$ cat config.mk
export PLATFORM = sky130hd
export DESIGN_NAME = ftile_ghrd_avst_rx_stats
export DESIGN_NICKNAME = d
export VERILOG_FILES = /design/src/rtl/ftile_ghrd_avst_rx_stats.sv
export SDC_FILE = /design/constraint.sdc
export NUM_CORES = 1
export LEC_CHECK = 0
export BUFFER_PORTS_ARGS = -buffer_cell sky130_fd_sc_hd__clkbuf_2
export CAP_MARGIN = 30
export CORE_ASPECT_RATIO = 0.5
export CORE_MARGIN = 2
export CORE_UTILIZATION = 33
export DETAILED_ROUTE_END_ITERATION = 8
export PLACE_DENSITY = 0.48
export SLEW_MARGIN = 20
export SYNTH_ARGS = -nofsm -noshare
export SYNTH_HDL_FRONTEND = slang
export SYNTH_SLANG_ARGS = --single-unit
export TNS_END_PERCENT = 1
$ cat constraint.sdc
create_clock -name i_rx_clk -period 8.5 [get_ports i_rx_clk]
set_input_delay 2.125 -clock i_rx_clk [delete_from_list [all_inputs] [get_ports i_rx_clk]]
set_output_delay 2.125 -clock i_rx_clk [all_outputs]
set_load 0.03 [all_outputs]
$ cat src/rtl/ftile_ghrd_avst_rx_stats.sv
// Avalon-ST RX packet statistics: framing FSM, per-packet length, classification,
// saturating live counters and an atomic snapshot copy for CSR readback.
module ftile_ghrd_avst_rx_stats #(
  parameter int DATA_WIDTH     = 64,
  parameter int NO_OF_BYTES    = 8,
  parameter int EMPTY_BITS     = 3,
  parameter int CNT_WIDTH      = 32,
  parameter int BYTE_CNT_WIDTH = 48,
  parameter int MIN_LEN        = 64,
  parameter int MAX_LEN        = 1518
) (
  input  logic                      i_rx_clk,
  input  logic                      i_rx_rst_n,
  input  logic                      i_av_st_rx_valid,
  input  logic                      i_av_st_rx_startofpacket,
  input  logic                      i_av_st_rx_endofpacket,
  input  logic [EMPTY_BITS-1:0]     i_av_st_rx_empty,
  input  logic [5:0]                i_av_st_rx_error,
  input  logic                      i_clear,
  input  logic                      i_snapshot,
  output logic                      o_snapshot_valid,
  output logic [CNT_WIDTH-1:0]      o_pkt_good,
  output logic [CNT_WIDTH-1:0]      o_pkt_err,
  output logic [CNT_WIDTH-1:0]      o_pkt_runt,
  output logic [CNT_WIDTH-1:0]      o_pkt_oversize,
  output logic [CNT_WIDTH-1:0]      o_framing_err,
  output logic [BYTE_CNT_WIDTH-1:0] o_byte_good
);

  localparam int          BEAT_BYTES = (DATA_WIDTH / 8 == NO_OF_BYTES) ? NO_OF_BYTES : DATA_WIDTH / 8;
  localparam logic [15:0] BEAT_B     = 16'(BEAT_BYTES);
  localparam logic [15:0] MIN_L      = 16'(MIN_LEN);
  localparam logic [15:0] MAX_L      = 16'(MAX_LEN);

  typedef enum logic {S_IDLE, S_IN_PKT} state_t;

  function automatic logic [15:0] len_add(input logic [15:0] a, input logic [15:0] b);
    logic [16:0] s;
    s = {1'b0, a} + {1'b0, b};
    return s[16] ? 16'hFFFF : s[15:0];
  endfunction

  function automatic logic [CNT_WIDTH-1:0] cnt_inc(input logic [CNT_WIDTH-1:0] c);
    return (&c) ? c : c + CNT_WIDTH'(1);
  endfunction

  function automatic logic [BYTE_CNT_WIDTH-1:0] byte_add(input logic [BYTE_CNT_WIDTH-1:0] c,
                                                        input logic [15:0] l);
    logic [BYTE_CNT_WIDTH:0] s;
    s = {1'b0, c} + (BYTE_CNT_WIDTH+1)'(l);
    return s[BYTE_CNT_WIDTH] ? {BYTE_CNT_WIDTH{1'b1}} : s[BYTE_CNT_WIDTH-1:0];
  endfunction

  state_t                    r_state;
  logic [15:0]               r_len;
  logic [CNT_WIDTH-1:0]      r_cnt_good, r_cnt_err, r_cnt_runt, r_cnt_over, r_cnt_frm;
  logic [BYTE_CNT_WIDTH-1:0] r_cnt_byte;
  logic [CNT_WIDTH-1:0]      r_snap_good, r_snap_err, r_snap_runt, r_snap_over, r_snap_frm;
  logic [BYTE_CNT_WIDTH-1:0] r_snap_byte;
  logic                      r_snap_vld;

  logic        w_in_pkt, w_frm, w_accept, w_done, w_has_err;
  logic [15:0] w_contrib, w_len;
  logic        w_is_err, w_is_runt, w_is_over, w_is_good;

  // A SOP beat always restarts the length, so a SOP inside a packet drops the old one.
  always_comb begin
    w_in_pkt  = (r_state == S_IN_PKT);
    w_frm     = i_av_st_rx_valid & (w_in_pkt ? i_av_st_rx_startofpacket : ~i_av_st_rx_startofpacket);
    w_accept  = i_av_st_rx_valid & (i_av_st_rx_startofpacket | w_in_pkt);
    w_done    = w_accept & i_av_st_rx_endofpacket;
    w_contrib = i_av_st_rx_endofpacket ? (BEAT_B - 16'(i_av_st_rx_empty)) : BEAT_B;
    w_len     = len_add(i_av_st_rx_startofpacket ? 16'd0 : r_len, w_contrib);
    w_has_err = |i_av_st_rx_error;
    w_is_err  = w_done & w_has_err;
    w_is_runt = w_done & ~w_has_err & (w_len < MIN_L);
    w_is_over = w_done & ~w_has_err & ~(w_len < MIN_L) & (w_len > MAX_L);
    w_is_good = w_done & ~w_has_err & ~(w_len < MIN_L) & ~(w_len > MAX_L);
  end

  always_ff @(posedge i_rx_clk or negedge i_rx_rst_n) begin
    if (!i_rx_rst_n) begin
      r_state <= S_IDLE;
      r_len   <= 16'd0;
    end else if (w_accept) begin
      r_state <= i_av_st_rx_endofpacket ? S_IDLE : S_IN_PKT;
      r_len   <= i_av_st_rx_endofpacket ? 16'd0 : w_len;
    end
  end

  always_ff @(posedge i_rx_clk or negedge i_rx_rst_n) begin
    if (!i_rx_rst_n) begin
      r_cnt_good <= '0;
      r_cnt_err  <= '0;
      r_cnt_runt <= '0;
      r_cnt_over <= '0;
      r_cnt_frm  <= '0;
      r_cnt_byte <= '0;
    end else if (i_clear) begin
      r_cnt_good <= '0;
      r_cnt_err  <= '0;
      r_cnt_runt <= '0;
      r_cnt_over <= '0;
      r_cnt_frm  <= '0;
      r_cnt_byte <= '0;
    end else begin
      if (w_is_good) begin
        r_cnt_good <= cnt_inc(r_cnt_good);
        r_cnt_byte <= byte_add(r_cnt_byte, w_len);
      end
      if (w_is_err)  r_cnt_err  <= cnt_inc(r_cnt_err);
      if (w_is_runt) r_cnt_runt <= cnt_inc(r_cnt_runt);
      if (w_is_over) r_cnt_over <= cnt_inc(r_cnt_over);
      if (w_frm)     r_cnt_frm  <= cnt_inc(r_cnt_frm);
    end
  end

  // Snapshot samples the live counters before this cycle's update or clear.
  always_ff @(posedge i_rx_clk or negedge i_rx_rst_n) begin
    if (!i_rx_rst_n) begin
      r_snap_vld  <= 1'b0;
      r_snap_good <= '0;
      r_snap_err  <= '0;
      r_snap_runt <= '0;
      r_snap_over <= '0;
      r_snap_frm  <= '0;
      r_snap_byte <= '0;
    end else begin
      r_snap_vld <= i_snapshot;
      if (i_snapshot) begin
        r_snap_good <= r_cnt_good;
        r_snap_err  <= r_cnt_err;
        r_snap_runt <= r_cnt_runt;
        r_snap_over <= r_cnt_over;
        r_snap_frm  <= r_cnt_frm;
        r_snap_byte <= r_cnt_byte;
      end
    end
  end

  assign o_snapshot_valid = r_snap_vld;
  assign o_pkt_good       = r_snap_good;
  assign o_pkt_err        = r_snap_err;
  assign o_pkt_runt       = r_snap_runt;
  assign o_pkt_oversize   = r_snap_over;
  assign o_framing_err    = r_snap_frm;
  assign o_byte_good      = r_snap_byte;

endmodule
==> results_dict.tcl <==
set metrics [dict create \
    outcome "complete, no violations" \
    die_w_um 361.8 \
    antenna_found_initial 0 \
    seqPwrFrac 0.487 \
    synth_area_sq_mm 0.02112 \
    critPathMaxFanout 24 \
    synth.top_cell.area_share 0.5142 \
    cp_top_family "compound AO/OA/AOI/OAI gates" \
    post_route_cells_drive_above_1_share 0.2591 \
    synthFlopType "dfrtp_1" \
    viasPerCell 5.294 \
    synth.most_common_cell "dfrtp_1" \
    grt_usage 0.1684 \
    die_h_um 182.9 \
    grt_overflow_total 0 \
    final_cells 3003 \
    ioPinCount 225 \
    place_area_sq_mm 0.02312 \
    area_growth_syn_to_layout_pct 16.77 \
    yosys_warnings 0 \
    post-place-cells 2924 \
    core_sq_mm 0.06319 \
    powerDensity_mw_per_mm2 173.2 \
    syn_nets 1993 \
    combPwrFrac 0.042 \
    wl_mm 56.81 \
    fin_crit_sh 0.8009 \
    num_vias 15900 \
    rsz0062_at_grt "false" \
    grt_start_max_net_pins 164 \
    finalSetupTns_ns 0 \
    wl_per_cell_um 18.92 \
    critical-path-max-stage-delay_ns 0.67 \
    seq_area_frac_synth 0.5142 \
    path_cells "clkbuf_2, nor2b_1, ha_1, fa_1, a211oi_4, nor2_2, nand3_1, nand2b_1, ha_1, nor2b_1, o31a_1, o31ai_1, a211oi_1, o21ai_1, nand2_1, or4_1, o211a_1" \
    critPathArrivalTime_ns 7.26 \
    drc 0 \
    fp-row-count 65 \
    crit_path_end_kind "flip-flop" \
    ys_top_cells_by_count "dfrtp_1 (434), mux2_2 (212), nor2_1 (135)" \
    p_leak_nw 11.43 \
    max-vdd-ir-drop_v 0.0001171 \
    antenna_left 0 \
    cts_sinks 434 \
    final_nets 2183 \
    synthTopCellsByArea "dfrtp_1 (51%), mux2_2 (11%), a21oi_1 (2.7%), nor2_1 (2.4%), xor2_1 (2.2%)" \
    grt_pass1_vias 15560 \
    crit_slowest_cell "o21ai_1" \
    numCtsBuffers 45 \
    switching_share 0.2321 \
    dieArea_sq_mm 0.06616 \
    cts_root_buf "clkbuf_16" \
    slew_viol_final 0 \
    syn_inst 1948 \
    p_int_mw 3.280 \
    finalHoldViolCount 0 \
    cts_resized 0 \
    post_cts_buffers 0 \
    final.setup.worst_slack_ns 1.692 \
    cts_buffer_depth 3 \
    synth-seq-cells 434 \
    setup_viol_count_final 0 \
    post-synth-top-area-cell "dfrtp_1" \
    p_clk_frac 0.472 \
    design_area_sq_mm 0.02466 \
    path_buf_inv 1 \
    clkTransAtPathRegs_ns 0.06 \
    n_fill_cell 6176 \
    cp_data_required_time_ns 8.95 \
    relSlewSlack 0.2928 \
    pre_cts_slack_ns 1.128 \
    grt_pass1_wl_mm 89.94 \
    clkLatencyLatePin_ns 0.57 \
    place_congestion 0.8406 \
    io_buffers 224 \
    ys_types 78 \
    critical_path_class "input pin to flip-flop" \
    syn_avg_cell_area_sq_um 10.84 \
    htreeDepth 2 \
    dpl.hpwl_mm 38.05 \
    synth-edff-count 0 \
    maxCapViolCount 0 \
    worstMarginPinSlew_ns 1.061 \
    final.min_clock_period_ns 6.808 \
    start_util 0.3342 \
    multi_input_area_sq_mm 0.009738 \
    hp-class "flip-flop to flip-flop" \
    ff_latch_area_sq_mm 0.01086 \
    fmax_mhz 146.9 \
    cts_tree "built" \
    total_power_mw 4.271 \
    startpoint_type "input pin" \
    cts_hold_buf 0 \
    initialDrtViolationCount 1109 \
    switchingPower_mw 0.9914 \
    synthArstFlopShare 1.000 \
    fin_worst_skew_ns 0.02105 \
    drt_first_pass_iters 6 \
]
## metrics by stage
stage / hold WS [ns] / utilization
5_1_grt: 0.5110 / 0.3902
2_1_floorplan: 0.4422 / -
3_5_place_dp: 0.4681 / 0.3658
6_report: 0.4737 / 0.3902
4_1_cts: 0.4826 / 0.3888
3_3_place_gp: 0.4888 / 0.3655
## worst paths after layout
| check | from | endpoint | slack, ns | depth (start not counted) |
|---|---|---|---|---|
| max in group asynchronous | i_rx_rst_n | o_pkt_good[17]$_DFFE_PN0P_ | 5.47 | 2 |
| min reg2reg | r_len[0]$_DFFE_PN0P_ | r_len[0]$_DFFE_PN0P_ | 0.47 | 2 |
| min | r_len[0]$_DFFE_PN0P_ | r_len[0]$_DFFE_PN0P_ | 0.47 | 2 |
| max reg2reg | r_len[0]$_DFFE_PN0P_ | r_cnt_byte[43]$_DFFE_PN0P_ | 3.23 | 16 |
| min in group asynchronous | i_rx_rst_n | o_pkt_oversize[6]$_DFFE_PN0P_ | 1.57 | 1 |
| max | i_av_st_rx_startofpacket | r_cnt_byte[43]$_DFFE_PN0P_ | 1.69 | 17 |
## cell usage in the layout (no fill, tap or decap), types with 34 or more instances in the layout
master and n:
nor2_1 135, clkbuf_16 46, clkbuf_2 221, a21oi_1 112
or3_1 46, o31ai_1 38, and3_1 68, nand4_1 57
nor3_1 34, or4_1 37, xor2_1 52, dfrtp_1 434
o21ai_0 66, mux2_2 212, inv_1 34, nand3_1 69
nand2_1 106
## logic make-up after synthesis
| logic type | Yosys count | synth area share |
|---|---|---|
| AOI/OAI and AO/OA | 361 | 0.1138 |
| DFF | 434 | 0.5142 |
| adders and majority gates | 29 | 0.01789 |
| muxes | 222 | 0.1180 |
| and+or+nand+nor | 680 | 0.1758 |
| buffers and inverters | 141 | 0.02666 |
| xor gates and xnor gates | 81 | 0.03359 |
## worst reg2reg max path, cell delays in order (launching register included)
cell	delay [ns]
dfrtp_1	0.37
nor2b_1	0.13
ha_1	0.24
fa_1	0.46
a211oi_4	0.43
nor2_2	0.15
nand3_1	0.35
nand2b_1	0.15
ha_1	0.34
nor2b_1	0.16
o31a_1	0.27
o31ai_1	0.43
a211oi_1	0.31
o21ai_1	0.67
nand2_1	0.10
or4_1	0.47
o211a_1	0.13
## registers in the layout, indices dropped and copies added (netlist names), 16 cells and up
signal and flops:
r_cnt_good 32, r_len 16, o_pkt_err 32, o_pkt_good 32
o_framing_err 32, r_cnt_over 32, o_pkt_oversize 32, r_cnt_err 32
r_cnt_frm 32, o_byte_good 48, r_cnt_runt 32, r_cnt_byte 48
o_pkt_runt 32
## layer usage
layer	share of wire	routed length, um	track usage
met1	0.48	27150	0.2366
met2	0.47	26910	0.2760
met3	0.032	1791	0.02670
met4	0.017	952	0.03383
met5	0	0	0
## cell type report
cell class	instances	share of cell area
Antenna cell	1	0.0001015
Clock buffer	63	0.05292
Clock inverter	11	0.006089
Inverter	34	0.005175
Multi-Input combinational cell	1373	0.3949
Sequential cell	434	0.4404
Tap cell	837	0.04247
Timing Repair Buffer	250	0.05794
## power groups by stage
stage               Clock [mW]  Combinational, mW  Sequential, mW
CTS                       2.08              0.181            2.08
detailed placement           0              0.181            2.12
global route              2.18              0.200            2.08
global placement             0              0.181            2.12
finish                    2.01              0.178            2.08
floorplan                    0             0.0913            2.12
(Power assumes the default switching activity.)
